### src/rtl/fsoc_bench_mon.sv
// rtl/fsoc_bench_mon.sv - benchmark monitor: times the GPO-marked region, counts fetches, reports via Wishbone
module fsoc_bench_mon #(
  parameter int unsigned GPOCNT      = 3,
  parameter int unsigned TIMEOUT     = 1000000,
  // Base the cycle counter starts from on a timed-region rise; 0 in real builds.
  // A nonzero value lets short runs exercise the upper counter word.
  parameter logic [63:0] CYC_PRELOAD = 64'd0
) (
  input  logic              clk_i,
  input  logic              rst_in,
  input  logic [GPOCNT-1:0] gpo_i,
  input  logic              ifetch_i,
  input  logic              wb_cyc_i,
  input  logic              wb_stb_i,
  input  logic              wb_we_i,
  input  logic [2:0]        wb_adr_i,
  input  logic [31:0]       wb_dat_i,
  output logic [31:0]       wb_dat_o,
  output logic              wb_ack_o,
  output logic              done_o,
  output logic              pass_o,
  output logic              fail_o
);

  typedef enum logic [1:0] {
    S_IDLE = 2'd0,
    S_RUN  = 2'd1,
    S_VAL  = 2'd2,
    S_DONE = 2'd3
  } state_e;

  localparam bit          TMO_EN    = (TIMEOUT != 0);
  localparam logic [31:0] TMO_LAST  = TMO_EN ? 32'(TIMEOUT - 1) : 32'd0;
  localparam logic [63:0] CYC_START = (&CYC_PRELOAD) ? CYC_PRELOAD : CYC_PRELOAD + 64'd1;

  localparam logic [2:0] A_STATUS = 3'd0;
  localparam logic [2:0] A_CYC_LO = 3'd1;
  localparam logic [2:0] A_CYC_HI = 3'd2;
  localparam logic [2:0] A_FETCH  = 3'd3;
  localparam logic [2:0] A_VAL    = 3'd4;
  localparam logic [2:0] A_CTRL   = 3'd5;

  state_e      state_q, state_d;
  logic        gpo0_q;
  logic [63:0] cyc_q, cyc_d;
  logic [31:0] fetch_q, fetch_d;
  logic [31:0] val_q, val_d;
  logic        pass_q, pass_d;
  logic        fail_q, fail_d;
  logic        tmo_q, tmo_d;
  logic        done_q;
  logic [31:0] snap_q, snap_d;
  logic        ack_q;
  logic [31:0] dat_q, dat_d;

  logic        rise0;
  logic        flag_any;
  logic        access;
  logic        rd_lo;
  logic        clear;
  logic [63:0] cyc_inc;
  logic [31:0] fetch_inc;
  logic [31:0] val_inc;
  logic [31:0] status;
  logic [31:0] rdata;
  logic        unused_dat;

  assign rise0    = gpo_i[0] & ~gpo0_q;
  assign flag_any = gpo_i[1] | gpo_i[2];

  // One ack per access, never back-to-back: a held strobe is acked every other cycle.
  assign access = wb_cyc_i & wb_stb_i & ~ack_q;
  assign rd_lo  = access & ~wb_we_i & (wb_adr_i == A_CYC_LO);
  assign clear  = access & wb_we_i & (wb_adr_i == A_CTRL) & wb_dat_i[0];

  assign unused_dat = ^wb_dat_i[31:1];

  // Saturating increments; counters stick at all-ones instead of wrapping.
  assign cyc_inc   = (&cyc_q)   ? cyc_q   : cyc_q + 64'd1;
  assign fetch_inc = (&fetch_q) ? fetch_q : fetch_q + {31'd0, ifetch_i};
  assign val_inc   = (&val_q)   ? val_q   : val_q + 32'd1;

  assign status = {26'd0, state_q, tmo_q, fail_q, pass_q, done_q};

  // Measurement FSM next state; CLEAR overrides every transition and pending flag.
  always_comb begin
    state_d = state_q;
    cyc_d   = cyc_q;
    fetch_d = fetch_q;
    val_d   = val_q;
    pass_d  = pass_q;
    fail_d  = fail_q;
    tmo_d   = tmo_q;
    snap_d  = snap_q;
    case (state_q)
      S_IDLE: begin
        if (flag_any) begin
          state_d = S_DONE;
          fail_d  = gpo_i[2];
          pass_d  = ~gpo_i[2];
        end else if (rise0) begin
          state_d = S_RUN;
          cyc_d   = CYC_START;
          fetch_d = {31'd0, ifetch_i};
        end
      end
      S_RUN: begin
        if (flag_any) begin
          state_d = S_DONE;
          val_d   = 32'd0;
          fail_d  = gpo_i[2];
          pass_d  = ~gpo_i[2];
        end else if (gpo_i[0]) begin
          cyc_d   = cyc_inc;
          fetch_d = fetch_inc;
        end else begin
          state_d = S_VAL;
          val_d   = 32'd0;
        end
      end
      S_VAL: begin
        if (flag_any) begin
          state_d = S_DONE;
          val_d   = val_inc;
          fail_d  = gpo_i[2];
          pass_d  = ~gpo_i[2];
        end else if (TMO_EN && (val_q == TMO_LAST)) begin
          state_d = S_DONE;
          fail_d  = 1'b1;
          tmo_d   = 1'b1;
        end else begin
          val_d = val_inc;
        end
      end
      default: begin
        state_d = S_DONE;
      end
    endcase
    if (rd_lo) begin
      snap_d = cyc_q[63:32];
    end
    if (clear) begin
      state_d = S_IDLE;
      cyc_d   = 64'd0;
      fetch_d = 32'd0;
      val_d   = 32'd0;
      pass_d  = 1'b0;
      fail_d  = 1'b0;
      tmo_d   = 1'b0;
      snap_d  = 32'd0;
    end
  end

  // Register read mux; unmapped and write-only addresses read as zero.
  always_comb begin
    rdata = 32'd0;
    case (wb_adr_i)
      A_STATUS: rdata = status;
      A_CYC_LO: rdata = cyc_q[31:0];
      A_CYC_HI: rdata = snap_q;
      A_FETCH:  rdata = fetch_q;
      A_VAL:    rdata = val_q;
      default:  rdata = 32'd0;
    endcase
    dat_d = (access & ~wb_we_i) ? rdata : 32'd0;
  end

  // State, counters, flags and bus outputs; reset aborts any run at once.
  always_ff @(posedge clk_i or negedge rst_in) begin
    if (!rst_in) begin
      state_q <= S_IDLE;
      gpo0_q  <= 1'b0;
      cyc_q   <= 64'd0;
      fetch_q <= 32'd0;
      val_q   <= 32'd0;
      pass_q  <= 1'b0;
      fail_q  <= 1'b0;
      tmo_q   <= 1'b0;
      done_q  <= 1'b0;
      snap_q  <= 32'd0;
      ack_q   <= 1'b0;
      dat_q   <= 32'd0;
    end else begin
      state_q <= state_d;
      gpo0_q  <= gpo_i[0];
      cyc_q   <= cyc_d;
      fetch_q <= fetch_d;
      val_q   <= val_d;
      pass_q  <= pass_d;
      fail_q  <= fail_d;
      tmo_q   <= tmo_d;
      done_q  <= (state_d == S_DONE);
      snap_q  <= snap_d;
      ack_q   <= access;
      dat_q   <= dat_d;
    end
  end

  assign wb_ack_o = ack_q;
  assign wb_dat_o = dat_q;
  assign done_o   = done_q;
  assign pass_o   = pass_q;
  assign fail_o   = fail_q;

endmodule
### config.mk
export PLATFORM = sky130hd
export DESIGN_NAME = fsoc_bench_mon
export DESIGN_NICKNAME = d
export VERILOG_FILES = /design/src/rtl/fsoc_bench_mon.sv
export SDC_FILE = /design/constraint.sdc
export NUM_CORES = 1
export LEC_CHECK = 0
export ABC_AREA = 1
export BUFFER_PORTS_ARGS = -buffer_cell sky130_fd_sc_hd__clkbuf_2
export CAP_MARGIN = 10
export CORE_MARGIN = 10
export CORE_UTILIZATION = 50
export DETAILED_ROUTE_END_ITERATION = 16
export PLACE_DENSITY = 0.68
export SYNTH_ARGS = -nofsm -noshare
export SYNTH_HDL_FRONTEND = slang
export SYNTH_SLANG_ARGS = --single-unit
### constraint.sdc
create_clock -name clk_i -period 3.35 [get_ports clk_i]
set_input_delay 0.1675 -clock clk_i [delete_from_list [all_inputs] [get_ports clk_i]]
set_output_delay 0.1675 -clock clk_i [all_outputs]
set_load 0.03 [all_outputs]
==> results.json <==
{
  "status": "finished clean",
  "syn_area_per_cell_um2": 6.92,
  "io_buffers": 48,
  "antennaDiodeCount": 0,
  "synth_fp_nets": 1812,
  "gp_congestion": 0.986,
  "synth_top_area_share_pct": 41.0,
  "yosysWarnings": 0,
  "min_path_cells": 3,
  "ys_seq_area_share_pct": 41.0,
  "hold_path_class": "primary input to flop",
  "fin_crit_sh_pct": 87.0,
  "antenna_found_initial": 0,
  "initialDrtViolationCount": 1598,
  "maxSlewHeadroom_pct": 23.3,
  "drt_pass1_iterations": 8,
  "start_util_pct": 50.5,
  "total_power_mw": 5.56,
  "grt_pass1_vias": 11600,
  "critPathCaptureType": "flop",
  "r2r_setup_slack_ps": 570,
  "root_buffer": "clkbuf_16",
  "drive_above_1_share_pct": 7.83,
  "ir_drop_mv": 0.336,
  "dpl.cell_count": 2100,
  "overflow": 0,
  "num_rows": 57,
  "yosysUniqueCellTypes": 40,
  "die-width_um": 176,
  "synth.area.top_cells": "dfrtp_1, nand2_1, nor2_1",
  "synth_simple_gate_area_share_pct": 36.1,
  "cts_sinks": 200,
  "fin_nets": 1848,
  "grt_max_degree": 112,
  "min_period_ps": 2910,
  "fin_worst_skew_ps": 17.1,
  "final_hold_viol_count": 0,
  "wire_per_inst_um": 20.0,
  "r2r_start": "val_q[0]$_DFFE_PN0P_",
  "dieArea_mm2": 0.0311,
  "worstReg2RegEnd": "val_q[8]$_DFFE_PN0P_",
  "min_to": "pass_o$_DFFE_PN0P_",
  "p_leak_nw": 5.42,
  "synth_top_family_by_area": "simple AND/OR/NAND/NOR gates",
  "synth_seq_cells": 200,
  "syn2layout_area_growth_pct": 9.88,
  "critPathKind": "primary input to flop",
  "vias_per_cell": 5.76,
  "routed_wl_mm": 42.7,
  "route.detailed.drc": 0,
  "hp-start": "gpo_i[1]",
  "worstMarginPinSlew_ps": 1150,
  "holdWs_ps": 3.25,
  "synthMuxAreaShare_pct": 0,
  "syn_area_mm2": 0.0122,
  "cts_tree": "yes",
  "io_pins": 80,
  "yosysTopAreaCell": "dfrtp_1",
  "cp.arrival_ps": 3240,
  "critPathMaxFanout": 33,
  "cp.required_ps": 3680,
  "ant_nets": 0,
  "clk_latency_ps": 450,
  "maxCapViolCount": 0,
  "cts_buffers": 17,
  "cts_resized": 0,
  "start_kind": "primary input",
  "die_y_um": 176,
  "core_mm2": 0.0242,
  "setup_viol": 0,
  "cts_buffer_depth": 2,
  "postSynthCellCount": 1764,
  "grt_pass1_wl_mm": 67.5,
  "reg2reg_depth": 12,
  "grt_setup_unrepaired": "false",
  "synth-compound-area-share_pct": 11.2,
  "cp-startpoint": "wb_stb_i",
  "power_density_mw_per_mm2": 414,
  "synth_xor_xnor_area_share_pct": 3.87,
  "stdcell_count": 2137,
  "hpwl_mm": 32.8,
  "gr-usage-all-layers_pct": 27.8,
  "clkTransAtPathRegs_ps": 90,
  "finalMaxSlewViolations": 0,
  "synthAdderAreaFrac_pct": 0.410,
  "vias": 12300,
  "final_core_util_pct": 55.5,
  "fmax_mhz": 343,
  "tns_ps": 0,
  "h-tree-depth": 4
}
## report_power, final
group	switching, mW	internal (mW)
combinational	0.503	0.188
clock	1.12	1.01
sequential	0.181	2.56
total	1.80	3.76
## cells by family (layout without fill, tap and decap cells)
group	after synthesis	count (layout)
AO/OA/AOI/OAI	233	233
XOR/XNOR	54	54
adder cells (fa/ha/maj)	4	4
buffers and inverters	220	269
flip-flops	200	200
AND/OR/NAND/NOR	1053	1053
## state kept, by name, summed over array words and instances (netlist names)
signal    count
cyc_q        64
fetch_q      32
snap_q       32
val_q        32
wb_dat_o     32
state_q       2
done_o        1
fail_o        1
gpo0_q        1
pass_o        1
tmo_q         1
wb_ack_o      1
## cells in the mapped netlist (all sizes together)
cell type  number
nand3b          1
clkbuf         31
nand2         542
a221oi         26
nand4          42
o21a            1
a21oi           5
xnor2          13
dfrtp         200
inv           162
nor3           46
and3            1
a211oi          3
and2            2
buf            27
a22oi           1
xor2           41
o22ai          36
nor3b           1
nor4            2
or2             1
a311oi          2
o21ai         157
o211ai          1
o2111ai         1
nor2          267
ha              4
nand3         148
## metal layers
| metal | wire length (um) | global-route usage [%] | up-vias |
|---|---|---|---|
| li1 | - | - | 5837 |
| met1 | 19600 | 40.5 | 5920 |
| met2 | 18800 | 41.9 | 512 |
| met3 | 3370 | 4.27 | 46 |
| met4 | 891 | 7.42 | 0 |
| met5 | 0 | 0 | - |
## cells in the final DEF (no fill, tap or decap), drive strengths merged, types with 26 or more instances in the layout
cell type | netlist | routed
nand2 | 542 | 542
o22ai | 36 | 36
nor3 | 46 | 46
nand3 | 148 | 148
o21ai | 157 | 157
a221oi | 26 | 26
xor2 | 41 | 41
nor2 | 267 | 267
nand4 | 42 | 42
dfrtp | 200 | 200
clkbuf | 31 | 65
inv | 162 | 169
## worst max-delay path: stages
cell and delay [ps]:
dlygate4sd3_1 530, clkbuf_2 100, nand2_1 40, dlygate4sd3_1 540
nor2_1 60, nand2_2 220, nand2_2 190, inv_2 460
nand3_2 290, nand2_2 140, buf_4 320, o21ai_0 150
## layout make-up
type                    count  area, um2
multi-input cells        1344       6310
inverters                 162        608
clock inverters            15        175
repair buffers             75        489
flip-flops and latches    200       5000
fillers                  2398      10800
clock buffers              17        425
well taps                 324        405
## worst max path at each step
stage,to
finish,fetch_q[11]$_DFFE_PN0P_
floorplan,cyc_q[43]$_DFFE_PN0P_
CTS,val_q[0]$_DFFE_PN0P_
global route,val_q[26]$_DFFE_PN0P_
global placement,val_q[1]$_DFFE_PN0P_
detailed placement,val_q[0]$_DFFE_PN0P_
## repair_timing
item | 4_1_cts | 5_1_grt
hold buffers | 5 | 0
setup buffers | 0 | 0
endpoints found under the hold margin | 112 | 0
## per-stage QoR
step | worst slack (ps) | instance area [um2]
after floorplan | 1430 | 12200
after CTS | 494 | 13400
after global placement | 732 | 12800
final | 437 | 13400
after detailed placement | 651 | 12800
after global routing | 223 | 13400
No activity file was read; power rests on OpenSTA's default activity.
